$ cat src/rtl/crt_txt_pkg.sv
// Shared definitions for the CRT text serializer: FIFO word layout, dot counts
// and the line-graphics character range.
package crt_txt_pkg;

  localparam int CURSOR_BIT = 24;
  localparam int CHAR_MSB   = 23;
  localparam int CHAR_LSB   = 16;
  localparam int ATTR_MSB   = 15;
  localparam int ATTR_LSB   = 8;
  localparam int FONT_MSB   = 7;
  localparam int FONT_LSB   = 0;

  localparam int DOTS_8 = 8;
  localparam int DOTS_9 = 9;

  localparam logic [7:0] LGR_LO = 8'hC0;
  localparam logic [7:0] LGR_HI = 8'hDF;

  typedef struct packed {
    logic       cursorx;
    logic [7:0] chr;
    logic [7:0] attr;
    logic [7:0] font;
  } txt_word_t;

endpackage

$ cat src/rtl/crt_blink_ctr.sv
// Frame counter advanced on each rising edge of vsync; its upper bits pace
// character blink (bit 4) and cursor blink (bit 3).
module crt_blink_ctr #(
  parameter int BLINK_W = 5
) (
  input  logic t_crt_clk,
  input  logic hreset_n,
  input  logic c_vsync,
  output logic char_blink,
  output logic cursor_blink
);

  logic               vsync_d;
  logic [BLINK_W-1:0] frame_cnt;

  always_ff @(posedge t_crt_clk or negedge hreset_n) begin
    if (!hreset_n) begin
      vsync_d   <= 1'b0;
      frame_cnt <= '0;
    end else begin
      vsync_d <= c_vsync;
      if (c_vsync && !vsync_d) frame_cnt <= frame_cnt + 1'b1;
    end
  end

  assign char_blink   = frame_cnt[4];
  assign cursor_blink = frame_cnt[3];

endmodule

$ cat src/rtl/crt_text_serializer.sv
// Text-mode dot serializer: pops char/attr/font words from the CRT FIFO and
// emits one 4-bit attribute index per dot. Optional underline: CRT_TXT_UNDERLINE_EN.
module crt_text_serializer
  import crt_txt_pkg::*;
#(
  parameter int FF_W    = 25,
  parameter int BLINK_W = 5
) (
  input  logic            t_crt_clk,
  input  logic            hreset_n,
  input  logic            text_mode,
  input  logic            c_vde,
  input  logic            c_hde,
  input  logic            c_vsync,
  input  logic [4:0]      c_slc_op,
  input  logic            sr01_b0,
  input  logic            ar10_b2,
  input  logic            ar10_b3,
  input  logic [7:0]      reg_cr0a_qout,
  input  logic [7:0]      reg_cr0b_qout,
  input  logic [7:0]      reg_cr14_qout,
  input  logic            ff_empty,
  input  logic [FF_W-1:0] ff_data,
  output logic            ff_rd,
  output logic [3:0]      pix_idx,
  output logic            pix_valid,
  output logic            char_clk,
  output logic            underflow
);

  logic       active, load, last;
  logic       char_blink, cursor_blink;
  logic [3:0] dot_cnt, last_dot;
  txt_word_t  head, cur, cur_q;
  logic       dot_on, cursor_on, blink_off, ul_on;
  logic [3:0] fg, bg, pix_nxt;

  logic unused_ok;
  assign unused_ok = ^{reg_cr0a_qout[7:6], reg_cr0b_qout[7:5], reg_cr14_qout};

  crt_blink_ctr #(.BLINK_W(BLINK_W)) u_blink (
    .t_crt_clk    (t_crt_clk),
    .hreset_n     (hreset_n),
    .c_vsync      (c_vsync),
    .char_blink   (char_blink),
    .cursor_blink (cursor_blink)
  );

  assign active   = text_mode & c_vde & c_hde;
  assign last_dot = sr01_b0 ? 4'(DOTS_8 - 1) : 4'(DOTS_9 - 1);
  assign last     = dot_cnt >= last_dot;
  // dot_cnt idles at 0, so dot 0 is both the first active cycle and the wrap
  assign load     = active & (dot_cnt == 4'd0);
  assign ff_rd    = load & ~ff_empty & hreset_n;

  always_comb begin
    head = '0;
    if (!ff_empty) begin
      head.cursorx = ff_data[CURSOR_BIT];
      head.chr     = ff_data[CHAR_MSB:CHAR_LSB];
      head.attr    = ff_data[ATTR_MSB:ATTR_LSB];
      head.font    = ff_data[FONT_MSB:FONT_LSB];
    end
  end

  // Dot 0 is taken straight from the FIFO head so the load costs no bubble
  assign cur = load ? head : cur_q;

  always_comb begin
    dot_on = 1'b0;
    if (!dot_cnt[3])
      dot_on = cur.font[~dot_cnt[2:0]];
    else if (ar10_b2 && cur.chr >= LGR_LO && cur.chr <= LGR_HI)
      dot_on = cur.font[0];
  end

`ifdef CRT_TXT_UNDERLINE_EN
  assign ul_on = (cur.attr[2:0] == 3'b001) && (c_slc_op == reg_cr14_qout[4:0]);
`else
  assign ul_on = 1'b0;
`endif

  assign fg        = cur.attr[3:0];
  assign bg        = ar10_b3 ? {1'b0, cur.attr[6:4]} : cur.attr[7:4];
  assign blink_off = ar10_b3 & cur.attr[7] & char_blink;
  assign cursor_on = cur.cursorx & ~reg_cr0a_qout[5] & cursor_blink &
                     (reg_cr0a_qout[4:0] <= c_slc_op) & (c_slc_op <= reg_cr0b_qout[4:0]);

  always_comb begin
    pix_nxt = bg;
    if (cursor_on)                   pix_nxt = fg;
    else if (!blink_off && (dot_on || ul_on)) pix_nxt = fg;
  end

  always_ff @(posedge t_crt_clk or negedge hreset_n) begin
    if (!hreset_n) begin
      dot_cnt   <= '0;
      cur_q     <= '0;
      pix_idx   <= '0;
      pix_valid <= 1'b0;
      char_clk  <= 1'b0;
      underflow <= 1'b0;
    end else if (!active) begin
      dot_cnt   <= '0;
      pix_idx   <= '0;
      pix_valid <= 1'b0;
      char_clk  <= 1'b0;
    end else begin
      dot_cnt   <= last ? 4'd0 : dot_cnt + 4'd1;
      if (load) cur_q <= head;
      if (load && ff_empty) underflow <= 1'b1;
      pix_idx   <= pix_nxt;
      pix_valid <= 1'b1;
      char_clk  <= last;
    end
  end

endmodule

$ cat config.mk
export PLATFORM = sky130hd
export DESIGN_NAME = crt_text_serializer
export DESIGN_NICKNAME = d
export VERILOG_FILES = /design/src/rtl/crt_txt_pkg.sv /design/src/rtl/crt_blink_ctr.sv /design/src/rtl/crt_text_serializer.sv
export SDC_FILE = /design/constraint.sdc
export NUM_CORES = 1
export LEC_CHECK = 0
export CAP_MARGIN = 20
export CORE_UTILIZATION = 40
export CTS_BUF_LIST = sky130_fd_sc_hd__clkbuf_4 sky130_fd_sc_hd__clkbuf_8 sky130_fd_sc_hd__clkbuf_16
export DETAILED_ROUTE_END_ITERATION = 8
export PLACE_DENSITY = 0.72
export SLEW_MARGIN = 0
export SYNTH_ARGS = -nofsm -noshare
export SYNTH_HDL_FRONTEND = slang
export SYNTH_HIERARCHICAL = 1
export SYNTH_SLANG_ARGS = --single-unit
$ cat constraint.sdc
create_clock -name t_crt_clk -period 3.49 [get_ports t_crt_clk]
set_input_delay 0.349 -clock t_crt_clk [delete_from_list [all_inputs] [get_ports t_crt_clk]]
set_output_delay 0.349 -clock t_crt_clk [all_outputs]
set_load 0.01 [all_outputs]
-- Yosys cells after proc, flatten, opt, wreduce, memory -nomap -nowiden
Cells that the tools add are included.
- output and inout port bits: 8
- ROM bits: 0
- latch bits: 0
- input bits: 64
- memories: 0
- word-level logic and storage cells: 57
- register bits: 42
- bits in writable memories: 0
- bitwise gates (word level): 14
- $add $sub $neg: 2
- divide/modulo/power cells: 0
- $lt $le $gt $ge: 6
- $mul: 0
- eq/ne operators: 0
- reduce and logical (&&, ||, !) cells: 9
- muxes and demuxes: 15
- shift operators: 0
- operator list (operator ; number):
    $mux 25 ; 2
    $mux 4 ; 7
    $and 1x1->1 ; 11
    $le 5x5->1 ; 2
    $ge 8x8->1 const B ; 1
    $le 8x8->1 const B ; 1
    $add 5x1->5 const B ; 1
    $logic_and 1x1->1 ; 5
    $mux 1 ; 5
    $add 4x1->4 const B ; 1
    $ge 4x4->1 ; 1
    $logic_not 4->1 ; 1
    $lt 3x4->1 const B ; 1
    $bmux 1 s3 ; 1
    $not 3->3 ; 1
    $logic_not 1->1 ; 2
    $not 1->1 ; 2
    $reduce_and 2->1 ; 1

-- Longest topological paths before layout
- depth in word-level cells: 13
- depth in mapped cells: 11
- depth with buffers taken out: 8

-- Cells and area by module
The synthesis kept the hierarchy.
- by module, submodules not included (module ; times used ; cells each ; area each (µm²)):
    crt_text_serializer ; 1 ; 199 ; 1825.5
    crt_blink_ctr ; 1 ; 16 ; 239.0

-- Least setup slack after synthesis
Ideal clock, no wire load.
- path kind: register -> output
- start: register dot_cnt[0]
- end: output port ff_rd
- data required time: 3.141 ns
- cell stages (with the launch flop): 10
- data arrival time: 2.191 ns
- setup slack: 0.950 ns
- path buffers: 4
- cell sequence: dfrtp_1 -> clkbuf_1 -> inv_1 -> ha_1 -> or3b_4 -> or2_0 -> buf_6 -> buf_2 -> clkbuf_1 -> nor3b_1
- word-level cells in the longest chain between the ends: 4
- ends and longest elaborated chain (item ; line ; source):
    from (decl) ; crt_text_serializer.sv:33 ; logic [3:0] dot_cnt, last_dot;
    from (signal assigned) ; crt_text_serializer.sv:109 ; dot_cnt <= last ? 4'd0 : dot_cnt + 4'd1;
    $logic_not 4->1 ; crt_text_serializer.sv:53 ; assign load = active & (dot_cnt == 4'd0);
    $and 1x1->1 ; crt_text_serializer.sv:53 ;
    $and 1x1->1 (2 in a row) ; crt_text_serializer.sv:54 ; assign ff_rd = load & ~ff_empty & hreset_n;
    to (decl) ; crt_text_serializer.sv:24 ; output logic ff_rd,
Every way passes these cells.

-- Worst setup path in the final report
Same ends and word-level chain as after synthesis.

==> results.toml <==
[sta]
rsz0062_at_grt = "false"
tightest_slew_ns = 0.506
slew_viol_final = 0
finClkSkew_ns = 0.00777
worst_slack_ns = 0.560
fin_crit_sh_pct = 83.9
clock.fmax_ghz = 0.341
setup_violations = 0
slew_headroom_pct = 65.9
final.min_clock_period_ns = 2.93
tns_ns = 0
hold_viol = 0

[finish]
multiInputGateArea_sq_mm = 0.00103
area_growth_pct = 34.8
fill_cells = 445
ff_latch_area_sq_um = 926
antennaDiodeCount = 0
nets = 351
final_core_utilization_pct = 57.4
drive_above_1_share_pct = 8.12

[die]
core-area_sq_mm = 0.00485
rows = 25
die_w_microns = 73.8
die-area_sq_mm = 0.00545
start_util_pct = 42.6
die_height_microns = 73.8
ios = 72

[worst_setup_path]
crit_required_ns = 3.14
startpoint_type = "flip-flop"
worst_setup_path_end_kind = "primary output"
worstPathMaxFanout = 9
arrival_ns = 2.58
critPathKind = "reg2out"

[route]
first_pass_iters = 4
wl_per_cell_microns = 12.4
post-route-drc-count = 0
top_layer = "met4"
routed_wl_microns = 4200
vias_per_cell = 4.88
wl_met1_microns = 1860
num_vias = 1651
ant_nets = 0
wl_met2_microns = 2140
drt_iter0_markers = 62
met3WireLength_microns = 122

[logic_synthesis]
syn_area_per_cell_sq_um = 9.60
synth_xor_area_share_pct = 2.55
synthTopCellsByArea = "dfrtp_1, ha_1, nand2_1"
ys_seq_area_share_pct = 44.8
netlist_instances = 215
ys_ff_latch = 37
synth_mux_area_share_pct = 4.48
synth_top_area_share_pct = 44.8
synth_fp_nets = 296
synth_fa_ha_area_share_pct = 10.3
ys_warn_count = 6
synth.distinct_cells = 39
synth_top_family_by_area = "simple AND/OR/NAND/NOR gates"
syn-cell-area_sq_mm = 0.00206
synthSimpleGateAreaFrac_pct = 19.4
synth-compound-area-share_pct = 13.2
synth_top_area_cell = "dfrtp_1"

[power_and_ir_drop]
p_int_mw = 0.842
peakVddDrop_uv = 199
pwr-share-comb_pct = 20.9
power.density_mw_per_mm2 = 415
swShare_pct = 27.1
p_sw_mw = 0.313
p_leak_nw = 1.26
seqPwrFrac_pct = 46.7
clkPwrFrac_pct = 32.4

[clock_network]
cts_resized = 0
insertion_delay_ns = 0.29
htreeDepth = 2
cts_buffers = 5
cts_root_buffer = "clkbuf_8"
cts.sinks = 37
clk_pin_slew_ns = 0.08
cts_setup_buffers = 0
clockBufferDepth = 2
cts_hold_buf = 0
cts_tree = "yes"

[hold_path]
holdCritPathClass = "reg2reg"

[place]
gp_congestion = 0.747
dp_worst_setup_slack_ns = 0.797
place_hpwl_microns = 3320
io_buffers = 53

[flow_run]
max-cap-violations = 0

[global_route]
grt.total_usage_pct = 17.1
grt_max_degree = 38
antenna_found_initial = 0
grt_overflow = 0
grt_pass1_vias = 1620
grt_pass1_wl_microns = 6990

[run_status]
status = "finished clean"
## metrics by stage
step	power (mW)	cells	hold WS [ns]	instance area, sq um
after global routing	1.23	338	0.507	2780
after CTS	1.17	338	0.489	2780
final	1.16	338	0.485	2780
after global placement	0.781	330	0.460	2670
after detailed placement	0.796	330	0.465	2670
after floorplan	0.684	215	0.0534	2060
## cells in the final DEF, fill, tap and decap left out, types with 2 or more instances in the layout
cell type / count
inv_1: 15
xnor2_1: 4
nand2b_1: 2
buf_4: 5
clkbuf_8: 5
o2111ai_1: 3
a21o_1: 2
xor2_1: 2
nor3b_1: 2
o21ai_0: 23
nor2b_1: 3
nor2_1: 5
dfrtp_1: 37
mux2i_1: 7
mux2_2: 2
a211oi_1: 2
nand2_1: 41
nor3_2: 3
nand3_1: 2
nand4_1: 6
clkdlybuf4s50_1: 53
o211ai_1: 2
a21oi_1: 6
ha_1: 17
nor3_1: 5
## power by group through the flow
stage	sequential (mW)	clock (mW)	combinational (mW)
2_1_floorplan	0.539	0	0.145
3_3_place_gp	0.545	0	0.236
3_5_place_dp	0.548	0	0.247
4_1_cts	0.540	0.385	0.248
5_1_grt	0.549	0.405	0.276
6_report	0.540	0.374	0.242
## logic make-up (layout without fill, tap and decap cells)
kind of cell | after synthesis | after routing
simple gates | 78 | 78
compound gates | 42 | 42
flops | 37 | 37
buf+inv | 26 | 82
fa+ha+maj | 17 | 17
mux | 9 | 9
xor+xnor | 6 | 6
## path summary, 6_finish.rpt
path | slack (ns) | end | start | depth (start not counted)
setup / recovery | 0.56 | ff_rd | dot_cnt[0]$_DFF_PN0_ | 6
hold / removal | 0.49 | cur_q[21]$_DFFE_PN0P_ | cur_q[21]$_DFFE_PN0P_ | 2
setup reg to reg | 0.80 | pix_idx[1]$_DFF_PN0_ | dot_cnt[0]$_DFF_PN0_ | 9
hold reg to reg | 0.49 | cur_q[21]$_DFFE_PN0P_ | cur_q[21]$_DFFE_PN0P_ | 2
max in group asynchronous | 2.65 | cur_q[12]$_DFFE_PN0P_ | hreset_n | 2
min in group asynchronous | 0.51 | cur_q[4]$_DFFE_PN0P_ | hreset_n | 2
## critical path: stages, from the launching register on
cell and delay [ns]:
dfrtp_1 0.50, inv_1 0.16, ha_1 0.15, or3b_4 0.40, or2_1 0.31, nor3b_1 0.21, clkdlybuf4s50_1 0.56
## registers in the layout, indices dropped and copies added (netlist names)
register,count
underflow,1
char_clk,1
cur_q,20
pix_idx,4
pix_valid,1
dot_cnt,4
u_blink/vsync_d,1
u_blink/frame_cnt,5
## synthesized netlist by cell type
| master | count |
|---|---|
| nor2_1 | 5 |
| nand4_1 | 6 |
| a21oi_1 | 6 |
| o2111ai_2 | 1 |
| or3b_4 | 1 |
| xor2_1 | 2 |
| nor3_2 | 3 |
| clkbuf_1 | 7 |
| buf_2 | 2 |
| clkinv_1 | 1 |
| nand3_1 | 2 |
| or2_0 | 1 |
| nor2b_4 | 1 |
| buf_6 | 1 |
| and4b_1 | 1 |
| ha_1 | 17 |
| o2111ai_1 | 3 |
| and3b_1 | 1 |
| o211ai_1 | 2 |
| o311ai_4 | 1 |
| a211oi_1 | 2 |
| mux2_2 | 2 |
| inv_1 | 15 |
| nor3b_1 | 2 |
| and3_1 | 1 |
| a22oi_1 | 1 |
| xnor2_1 | 4 |
| o21ai_0 | 23 |
| mux2i_1 | 7 |
| nor2b_1 | 3 |
| dfrtp_1 | 37 |
| a21o_1 | 2 |
| nand4b_1 | 1 |
| nand2b_1 | 2 |
| nand2_1 | 41 |
| or4_1 | 1 |
| nor3_1 | 5 |
| nor4_1 | 1 |
| o21bai_1 | 1 |
## layer usage
layer  up-vias  global-route usage [%]
met1       763                    21.9
li1        853                       -
met5         -                       0
met2        30                    28.8
met3         5                    2.47
met4         0                    7.05
## cell type report
class | instances | share of cell area (%)
Multi-Input combinational cell | 152 | 37.0
Sequential cell | 37 | 33.3
Timing Repair Buffer | 58 | 20.4
Tap cell | 67 | 3.01
Clock buffer | 5 | 2.47
Inverter | 16 | 2.16
Clock inverter | 3 | 1.66
Power figures use the tool's default switching activity.
